`src/rtl/packet_parser.sv`:
```
// rtl/packet_parser.sv - byte-stream packet parser assembling 32-bit operand words
module packet_parser #(
    parameter int max_words_p = 64
) (
    input  logic        clk_i,
    input  logic        rst_i,
    input  logic [7:0]  rx_data_i,
    input  logic        rx_valid_i,
    output logic        rx_ready_o,
    output logic [7:0]  opcode_o,
    output logic [31:0] word_o,
    output logic        word_valid_o,
    input  logic        word_ready_i,
    output logic        word_last_o,
    output logic        err_o
);

    typedef enum logic [2:0] {
        IDLE,
        RSV,
        LEN_LO,
        LEN_HI,
        DATA,
        EMIT,
        DRAIN
    } state_t;

    localparam logic [15:0] MaxWords = 16'(max_words_p);

    state_t      state;
    state_t      state_n;
    logic [7:0]  rsv_q;
    logic [7:0]  len_lo_q;
    logic [15:0] drain_q;
    logic [13:0] words_q;
    logic [1:0]  byte_q;
    logic [31:0] word_q;
    logic [7:0]  opcode_q;
    logic        err_q;

    logic        rx_fire;
    logic        word_fire;
    logic [15:0] length;
    logic [15:0] n_words;
    logic        bad_hdr;

    // Upstream is only stalled while a finished word waits for the ALU.
    assign rx_ready_o   = (state != EMIT);
    assign word_valid_o = (state == EMIT);
    assign word_last_o  = (state == EMIT) && (words_q == 14'd1);
    assign word_o       = word_q;
    assign opcode_o     = opcode_q;
    assign err_o        = err_q;

    assign rx_fire   = rx_valid_i && rx_ready_o;
    assign word_fire = word_valid_o && word_ready_i;

    // Length is only meaningful while the MSB byte is on rx_data_i in LEN_HI.
    assign length  = {rx_data_i, len_lo_q};
    assign n_words = {2'b00, length[15:2]} - 16'd1;
    assign bad_hdr = (rsv_q != 8'h00) || (length < 16'd8) ||
                     (length[1:0] != 2'b00) || (n_words > MaxWords);

    // State register.
    always_ff @(posedge clk_i) begin
        if (rst_i) begin
            state <= IDLE;
        end else begin
            state <= state_n;
        end
    end

    // Next-state logic: header walks one state per byte, then words or drain.
    always_comb begin
        state_n = state;
        case (state)
            IDLE:   if (rx_fire) state_n = RSV;
            RSV:    if (rx_fire) state_n = LEN_LO;
            LEN_LO: if (rx_fire) state_n = LEN_HI;
            LEN_HI: if (rx_fire) state_n = bad_hdr ? DRAIN : DATA;
            DATA:   if (rx_fire && (byte_q == 2'd3)) state_n = EMIT;
            EMIT:   if (word_fire) state_n = word_last_o ? IDLE : DATA;
            DRAIN: begin
                if (drain_q == 16'd0) begin
                    state_n = IDLE;
                end else if (rx_fire && (drain_q == 16'd1)) begin
                    state_n = IDLE;
                end
            end
            default: state_n = IDLE;
        endcase
    end

    // Header fields, operand assembly, word/drain counters and the error pulse.
    always_ff @(posedge clk_i) begin
        if (rst_i) begin
            rsv_q    <= 8'h00;
            len_lo_q <= 8'h00;
            drain_q  <= 16'd0;
            words_q  <= 14'd0;
            byte_q   <= 2'd0;
            word_q   <= 32'd0;
            opcode_q <= 8'h00;
            err_q    <= 1'b0;
        end else begin
            err_q <= 1'b0;
            case (state)
                IDLE:   if (rx_fire) opcode_q <= rx_data_i;
                RSV:    if (rx_fire) rsv_q <= rx_data_i;
                LEN_LO: if (rx_fire) len_lo_q <= rx_data_i;
                LEN_HI: begin
                    if (rx_fire) begin
                        if (bad_hdr) begin
                            err_q   <= 1'b1;
                            drain_q <= (length > 16'd4) ? (length - 16'd4) : 16'd0;
                        end else begin
                            words_q <= n_words[13:0];
                            byte_q  <= 2'd0;
                        end
                    end
                end
                DATA: begin
                    if (rx_fire) begin
                        word_q <= {word_q[23:0], rx_data_i};
                        byte_q <= byte_q + 2'd1;
                    end
                end
                EMIT:  if (word_fire) words_q <= words_q - 14'd1;
                DRAIN: if (rx_fire && (drain_q != 16'd0)) drain_q <= drain_q - 16'd1;
                default: ;
            endcase
        end
    end

endmodule

```
`config.mk`:
```
export PLATFORM = sky130hd
export DESIGN_NAME = packet_parser
export DESIGN_NICKNAME = d
export VERILOG_FILES = /design/src/rtl/packet_parser.sv
export SDC_FILE = /design/constraint.sdc
export NUM_CORES = 1
export LEC_CHECK = 0
export ABC_AREA = 1
export CAP_MARGIN = 30
export CORE_AREA = 2 2 116 118
export CTS_BUF_LIST = sky130_fd_sc_hd__clkbuf_2 sky130_fd_sc_hd__clkbuf_4 sky130_fd_sc_hd__clkbuf_8
export CTS_CLUSTER_SIZE = 40
export DETAILED_ROUTE_END_ITERATION = 10
export DIE_AREA = 0 0 118 120
export DONT_BUFFER_PORTS = 1
export SLEW_MARGIN = 10
export SYNTH_ARGS = -nofsm -noshare
export SYNTH_HDL_FRONTEND = slang
export SYNTH_SLANG_ARGS = --single-unit
```
`constraint.sdc`:
```
create_clock -name clk_i -period 6.1 [get_ports clk_i]
set_clock_uncertainty 0.2 [all_clocks]
set_input_delay 1.22 -clock clk_i [delete_from_list [all_inputs] [get_ports clk_i]]
set_output_delay 1.22 -clock clk_i [all_outputs]
set_load 0.1 [all_outputs]
```
# After elaboration in Yosys (flattened, before gate mapping)
# Index checks and enable logic that the tools add are counted.
# classes
add_sub_neg,5
n_lt_le_gt_ge,3
n_eq_ne,21
muxes,25
bitwise_logic,2
reduce_logical,26
# ops
op,count
16-bit 2-to-1 mux,4
14-bit 2-to-1 mux,3
16-bit one-hot mux with 2 select lines,1
14-bit one-hot mux with 2 select lines,1
3-bit 2-to-1 mux,9
3-bit one-hot mux with 7 select lines,1
2-bit != test (second input constant),9
16-bit by 1-bit equality test with 1-bit output (second input constant),1
16-bit by 3-bit > comparator with 1-bit output (second input constant),1
16-bit by 7-bit > comparator with 1-bit output (second input constant),1
16-bit logical NOT,1
16-bit by 4-bit less-than comparator with 1-bit output (second input constant),1
16-bit nonzero test,1
16-bit by 1-bit subtractor with 16-bit output (second input constant),1
16-bit by 3-bit subtractor with 16-bit output (second input constant),1
14-bit by 1-bit subtractor with 15-bit output (second input constant),1
14-bit by 1-bit equality test with 1-bit output (second input constant),1
14-bit by 1-bit subtractor with 14-bit output (second input constant),1
4-bit AND reduction,3
3-bit equality test (second input constant),3
2-bit 2-to-1 mux,4
2-bit AND reduction,4
2-bit nonzero test,4
8-bit nonzero test,1
other kinds (14),24
# totals
regBits,92
in_bits,12
word_cells,91

# Longest topological paths before layout
# Gate-level depths: netlist of the first run.
# depth
ltp_word,7
mapped_depth,17
ltp_nobuf,15

# Worst setup path before layout of the first run
# No wires, ideal clock.
# synth_path
path_kind,register -> output
startpoint,register words_q[4]
endpoint,output port word_last_o
t_arrival_ns,2.161
required_ns,4.680
slack_ns,2.519
path_stages_with_launch,6
n_path_buf,0
cell_sequence,dfxtp_1 nor2_1 nand3_1 nor3_1 nand4_1 nor2_1
# synth_between
elab_chain_cells,2
# synth_rtl
item,line,source
start: declaration,35,logic [13:0] words_q;
start signal: assignment,117,words_q <= n_words[13:0];
start signal: assignment,128,EMIT: if (word_fire) words_q <= words_q - 14'd1;
14-bit by 1-bit equality test with 1-bit output,50,assign word_last_o = (state == EMIT) && (words_q == 14'd1);
1-bit logical AND,50,
end: declaration,14,"output logic word_last_o,"
# Every way passes these cells.

# Final worst setup path of the first run
# layout_path
startpoint,register state[2]
endpoint,output port word_valid_o
# layout_between
elab_chain_cells,1
# layout_rtl
item,line,source
start: declaration,30,state_t state;
start signal: assignment,69,state <= state_n;
3-bit equality test,49,assign word_valid_o = (state == EMIT);
end: declaration,12,"output logic word_valid_o,"
# Every way passes these cells.

==> out/results.ini, run 1 <==
[floorplanning]
ios = 56
core.rowCount = 42
core_um2 = 12980
dieWidth_um = 118
start_util = 0.3897
dieArea_um2 = 14160
die_h_um = 120

[route]
drt-initial-drc-count = 247
via_per_inst = 5.118
route.detailed.drc = 0
antenna_left = 0
drt_first_pass_iters = 4
vias = 4831
routedWlPerCell_um = 15.01
drt-total-wl_mm = 14.17

[place]
dp_hpwl_mm = 9.989
place_congestion = 0.8689
placement.io_buffers = 0

[pwr]
cellLeakagePower_uw = 0.002417
p_int_uw = 951.2
power_frac_seq = 0.472
power.switching_uw = 596.2
power.clock.fraction = 0.291
power_frac_comb = 0.237
powerDensity_nw_per_um2 = 279.5
p_sw_frac = 0.3853
peakVddDrop_uv = 176.5

[timing]
relSlewSlack = 0.3117
setup_viol = 0
rsz0062_at_grt = false
min_period_ps = 3825
final_hold_viol_count = 0
drv_slew = 0
max_clock_freq_mhz = 261.4
tightestPinTransition_ps = 1031
tns_ps = 0
period_share = 0.6270

[logic_synthesis]
synth_xor_area_frac = 0.02597
ys_seq_area_frac = 0.3641
synth_compound_area_frac = 0.1407
synth_cells = 773
yosys.area_share.simple = 0.3614
synth_top_family_by_area = simple AND/OR/NAND/NOR gates
synth_cell_types = 35
yosys-mux-area-fraction = 0
synth_area_per_cell_um2 = 6.544
syn-num-nets = 792
synth_area_um2 = 5059
yosys.area_share.adder = 0.01731
synth_seq_cells = 92
synth-warning-count = 0

[worst_setup_path]
crit_path_end_kind = output pin
worstPathRequired_ps = 4680
reg2reg_slack_ps = 2620
startpoint_type = register
critPathArrivalTime_ps = 2400
r2r_start = len_lo_q[2]
cp_max_fo = 20
r2r_cells = 14
r2r-end = drain_q[12]
path_class = register to output pin

[worst_hold_path]
hold_path.class = register to register
hold_end = drain_q[15]
hp-start = drain_q[15]
worstHoldPathCells = 2

[finish]
final_core_util = 0.4265
layout_commonest_cell = nand2_1
layout.nets = 782
layout-drive-gt1-share = 0.08464
syn2layout_area_growth_pct = 9.448
layout_common_cells = nand2_1 (172), nor2_1 (107), dfxtp_1 (92), inv_1 (78), a21oi_1 (71)
antenna_cells = 0

[cts]
postCtsHoldBufs = 0
clock-sinks = 92
cts_buffers = 9
post_cts_buffers = 0
clkLatencyLatePin_ps = 380
cts_buffer_depth = 2
ctsResizeCount = 0
cts_root_buf = clkbuf_8
cts_tree = built
path_clk_slew_ps = 100
htree_levels = 3

[global_route]
antenna_found_initial = 0
grt_max_degree = 58
grt_first_pass_wirelength_mm = 23.16
first_global_vias = 4545
grt_usage = 0.2018
gr-total-overflow = 0

[job]
cap_viol_max_count = 0

[outcome]
status = completed

## synthesized netlist by cell type (all sizes together)
master	n	area [µm²]
nor4	1	6.260
nor2	123	534.3
nor3	14	75.07
a32oi	1	8.760
or2	5	31.28
inv	80	300.3
xnor2	4	35.03
xor2	11	96.34
a22oi	3	22.52
o21ai	54	270.3
ha	7	87.58
a32o	2	20.02
o22ai	2	12.51
clkbuf	27	101.4
nand2	185	737.0
a31oi	1	6.260
o41ai	1	8.760
dfxtp	92	1842
nand3	64	350.3
buf	8	52.55
a211oi	1	7.510
a21oi	71	355.3
clkinv	1	3.750
nand4	15	93.84
## power by group through the flow
stage | Combinational (µW) | Sequential [µW] | Clock [µW]
2_1_floorplan | 285 | 739 | 0
3_3_place_gp | 350 | 746 | 0
3_5_place_dp | 355 | 747 | 0
4_1_cts | 357 | 734 | 461
5_1_grt | 418 | 735 | 481
6_report | 366 | 731 | 450
## through the flow
stage | total power [µW] | worst slack [ps] | hold WS (ps) | area [µm²] | std cells
3_3_place_gp | 1096 | 2476 | 277.0 | 5157 | 918
2_1_floorplan | 1024 | 2519 | 255.0 | 5059 | 773
4_1_cts | 1552 | 2263 | 293.4 | 5396 | 935
5_1_grt | 1634 | 2137 | 335.0 | 5537 | 944
6_report | 1547 | 2275 | 292.4 | 5537 | 944
3_5_place_dp | 1103 | 2491 | 278.7 | 5185 | 919
## cell type report
cell class	count	area, µm²
Tap cell	176	220.2
Clock buffer	9	123.9
Timing Repair Buffer	14	197.7
Clock inverter	7	87.58
Multi-Input combinational cell	565	2761
Inverter	81	304.0
Sequential cell	92	1842
Fill cell	1404	7443
## worst max path at each step
stage / start / cells after the start / end / slack, ps
2_1_floorplan: words_q[4] / 5 / word_last_o / 2520
3_3_place_gp: rx_data_i[0] / 12 / drain_q[8] / 2480
3_5_place_dp: rx_data_i[0] / 12 / drain_q[7] / 2490
4_1_cts: state[2] / 6 / word_valid_o / 2260
5_1_grt: state[2] / 6 / word_valid_o / 2140
6_report: state[2] / 6 / word_valid_o / 2280
## kinds of logic (layout without fill, tap and decap cells)
group | after synthesis | in the layout
flops | 92 | 92
buf+inv | 116 | 111
simple gates | 407 | 407
fa+ha+maj | 7 | 7
xor+xnor | 15 | 15
compound gates | 136 | 136
## sequential cells by signal, indices dropped and copies added, names as in the netlist
name and cells:
err_o 1, words_q 14, drain_q 16, rsv_q 8, byte_q 2, word_o 32, len_lo_q 8, opcode_o 8
state 3
## per-layer routing
metal	up-vias	part of all wire	track usage
met3	13	0.048	0.04087
li1	2477	-	-
met4	0	0.014	0.05648
met2	97	0.49	0.3438
met5	-	0	0
met1	2244	0.45	0.2595
## critical path, cell delays in order (launching register included)
cell and delay (ps):
dfxtp_1 430, inv_1 110, nor2_1 180, nand2_1 70
buf_4 280, inv_1 520, buf_4 410
(Power assumes the default switching activity.)
==> run 2, diff against run 1 <==
Clock period 6.1 ns to 4 ns, I/O delays scaled along.
==> run 2 against run 1 <==
  * Sequential cell count is the same
  * Core utilization increased by 0.16 points
  * Die area did not move
  * Largest cell class unchanged
  * Highest routed layer unchanged
==> out/results.ini, run 2 (same netlist as run 1, synthesis figures left out) <==
[finish]
antenna_cells = 0  ; unchanged
layout_common_cells = nand2_1 (172), nor2_1 (107), dfxtp_1 (92), inv_1 (78), a21oi_1 (71)  ; unchanged
layout_commonest_cell = nand2_1  ; unchanged
layout-drive-gt1-share = 0.08808  ; was 0.08464
final_area_um2 = 5558  ; was 5537 µm²
syn2layout_area_growth_pct = 9.869  ; was 9.448%
layout.nets = 786  ; was 782
largest_reg_flops = 32  ; unchanged

[timing]
final_hold_viol_count = 0  ; unchanged
relSlewSlack = 0.3091  ; was 0.3117
tns_ps = 0  ; unchanged
drv_slew = 0  ; unchanged
setup_viol = 0  ; unchanged
worst_slack_ps = 887.0  ; was 2275 ps
max_clock_freq_mhz = 321.2
period_share = 0.7782
rsz0062_at_grt = false  ; unchanged
tightestPinTransition_ps = 1035  ; was 1031 ps
min_period_ps = 3113
hold_slack_ps = 279.9  ; was 292.4 ps

[global_route]
gr-total-overflow = 0  ; unchanged
grt_usage = 0.1961  ; was 0.2018
antenna_found_initial = 0  ; unchanged
grt_max_degree = 41  ; was 58
grt_util_met2 = 0.3408  ; was 0.3438
first_global_vias = 4601  ; was 4,545
use_met3 = 0.03707  ; was 0.04087
top_usage_layer = met2  ; unchanged
grt_first_pass_wirelength_mm = 22.57  ; was 23.16 mm
grtUsageMet1 = 0.2449  ; was 0.2595

[worst_setup_path]
slowest_delay_ps = 550  ; was 520 ps
critPathBufInv = 2  ; was 4
crit_family = simple AND/OR/NAND/NOR gates  ; was buffers and inverters
crit_chain = inv_1 -> ha_1 -> inv_1 -> or2_0 -> o21ai_0 -> nor2_1 -> nand2_1 -> nand2_1 -> nand3_4 -> nand3_2 -> nand2_1 -> nand2_1 -> nand2_1 -> nor2_1  ; was inv_1 -> nor2_1 -> nand2_1 -> buf_4 -> inv_1 -> buf_4
worstPathRequired_ps = 4080  ; was 4680 ps
cp_max_fo = 20  ; unchanged
slowest_stage = nand2_1  ; was inv_1
critPathArrivalTime_ps = 3190  ; was 2400 ps
crit_path_end_kind = register  ; was output pin
path_class = register to register  ; was register to output pin
startpoint_type = register  ; unchanged
path_common_cell = nand2_1

[cts]
ctsResizeCount = 0  ; unchanged
clkLatencyLatePin_ps = 380  ; about the same
htree_levels = 3  ; unchanged
clock-sinks = 92  ; unchanged
cts_buffer_depth = 2  ; unchanged
cts_root_buf = clkbuf_8  ; unchanged
cts_tree = built  ; unchanged
path_clk_slew_ps = 100  ; about the same
post_cts_buffers = 0  ; unchanged
postCtsHoldBufs = 0  ; unchanged
cts_buffers = 9  ; unchanged

[floorplanning]
core_um2 = 12980  ; unchanged
core.rowCount = 42  ; unchanged
dieArea_um2 = 14160  ; unchanged
start_util = 0.3897  ; unchanged
dieWidth_um = 118  ; unchanged
die_h_um = 120  ; unchanged
ios = 56  ; unchanged

[pwr]
p_int_uw = 1453  ; was 951.2 µW
peakVddDrop_uv = 243.7  ; was 176.5 µV
power.clock.fraction = 0.291  ; about the same
cellLeakagePower_uw = 0.002430  ; was 0.002417 µW
power.switching_uw = 905.0  ; was 596.2 µW
power_frac_comb = 0.238  ; was 0.237
power_frac_seq = 0.471  ; was 0.472
powerDensity_nw_per_um2 = 424.2  ; was 279.5 nW/µm²
p_sw_frac = 0.3839  ; was 0.3853

[route]
drt-initial-drc-count = 236  ; was 247
drt_first_pass_iters = 4  ; unchanged
vias = 4879  ; was 4,831
drt-total-wl_mm = 13.88  ; was 14.17 mm
via_per_inst = 5.147  ; was 5.118
antenna_left = 0  ; unchanged
routedWlPerCell_um = 14.64  ; was 15.01 µm
route.detailed.drc = 0  ; unchanged

[place]
place_area_um2 = 5187  ; was 5185 µm²
placement.io_buffers = 0  ; unchanged
place_congestion = 0.9156  ; was 0.8689
pre_cts_slack_ps = 930.0  ; was 2491 ps
dp_hpwl_mm = 10.05  ; was 9.989 mm

[worst_hold_path]
hold_path.class = input port to register  ; was register to register

[outcome]
status = completed  ; unchanged

[job]
cap_viol_max_count = 0  ; unchanged

==> run 2: cell types whose count changed in the layout (fill, tap and decap cells not counted), sizes merged <==
cell    before  now
buf         10   13
clkbuf      13   14
==> run 2: final cells by class <==
type	instances	area (µm²)
multi-input cells	565	2761
clock inverters	7	90.09
flip-flops and latches	92	1842
clock buffers	9	123.9
repair buffers	18	216.5
inverters	81	304.0
well taps	176	220.2
fillers	1360	7422
==> run 2: power groups by stage <==
stage | logic [µW] | clock network (µW) | registers (µW)
finish | 560 | 686 | 1110
global route | 634 | 735 | 1120
CTS | 541 | 698 | 1120
detailed placement | 538 | 0 | 1140
global placement | 531 | 0 | 1140
floorplan | 435 | 0 | 1130
==> run 2: worst paths after layout <==
kind                                   from          end  slack [ps]  cells past startpoint
worst min-delay path                  rst_i   word_o[24]         280                      1
worst max register to register  len_lo_q[2]  drain_q[15]         890                     14
worst min register to register  drain_q[15]  drain_q[15]         300                      2
worst max-delay path            len_lo_q[2]  drain_q[15]         890                     14
==> run 2: layer usage <==
metal	up-vias	share of wire
met3	18	0.057
met1	2243	0.44
met4	0	0.017
li1	2481	-
met5	-	0
met2	137	0.49
==> run 2: worst reg2reg max path, cell delays in order, from the launching register on <==
cell and delay (ps):
dfxtp_1 360, inv_1 150, ha_1 270, inv_1 50
or2_0 190, o21ai_0 420, nor2_1 70, nand2_1 80
nand2_1 80, nand3_4 120, nand3_2 240, nand2_1 550
nand2_1 100, nand2_1 90, nor2_1 40
==> run 2: per-stage QoR <==
stage                       util  total power, µW  instances
after floorplan                -             1562        773
after global placement    0.3997             1669        922
after detailed placement  0.3997             1678        922
after CTS                 0.4161             2359        938
after global routing      0.4282             2488        948
final                     0.4282             2358        948
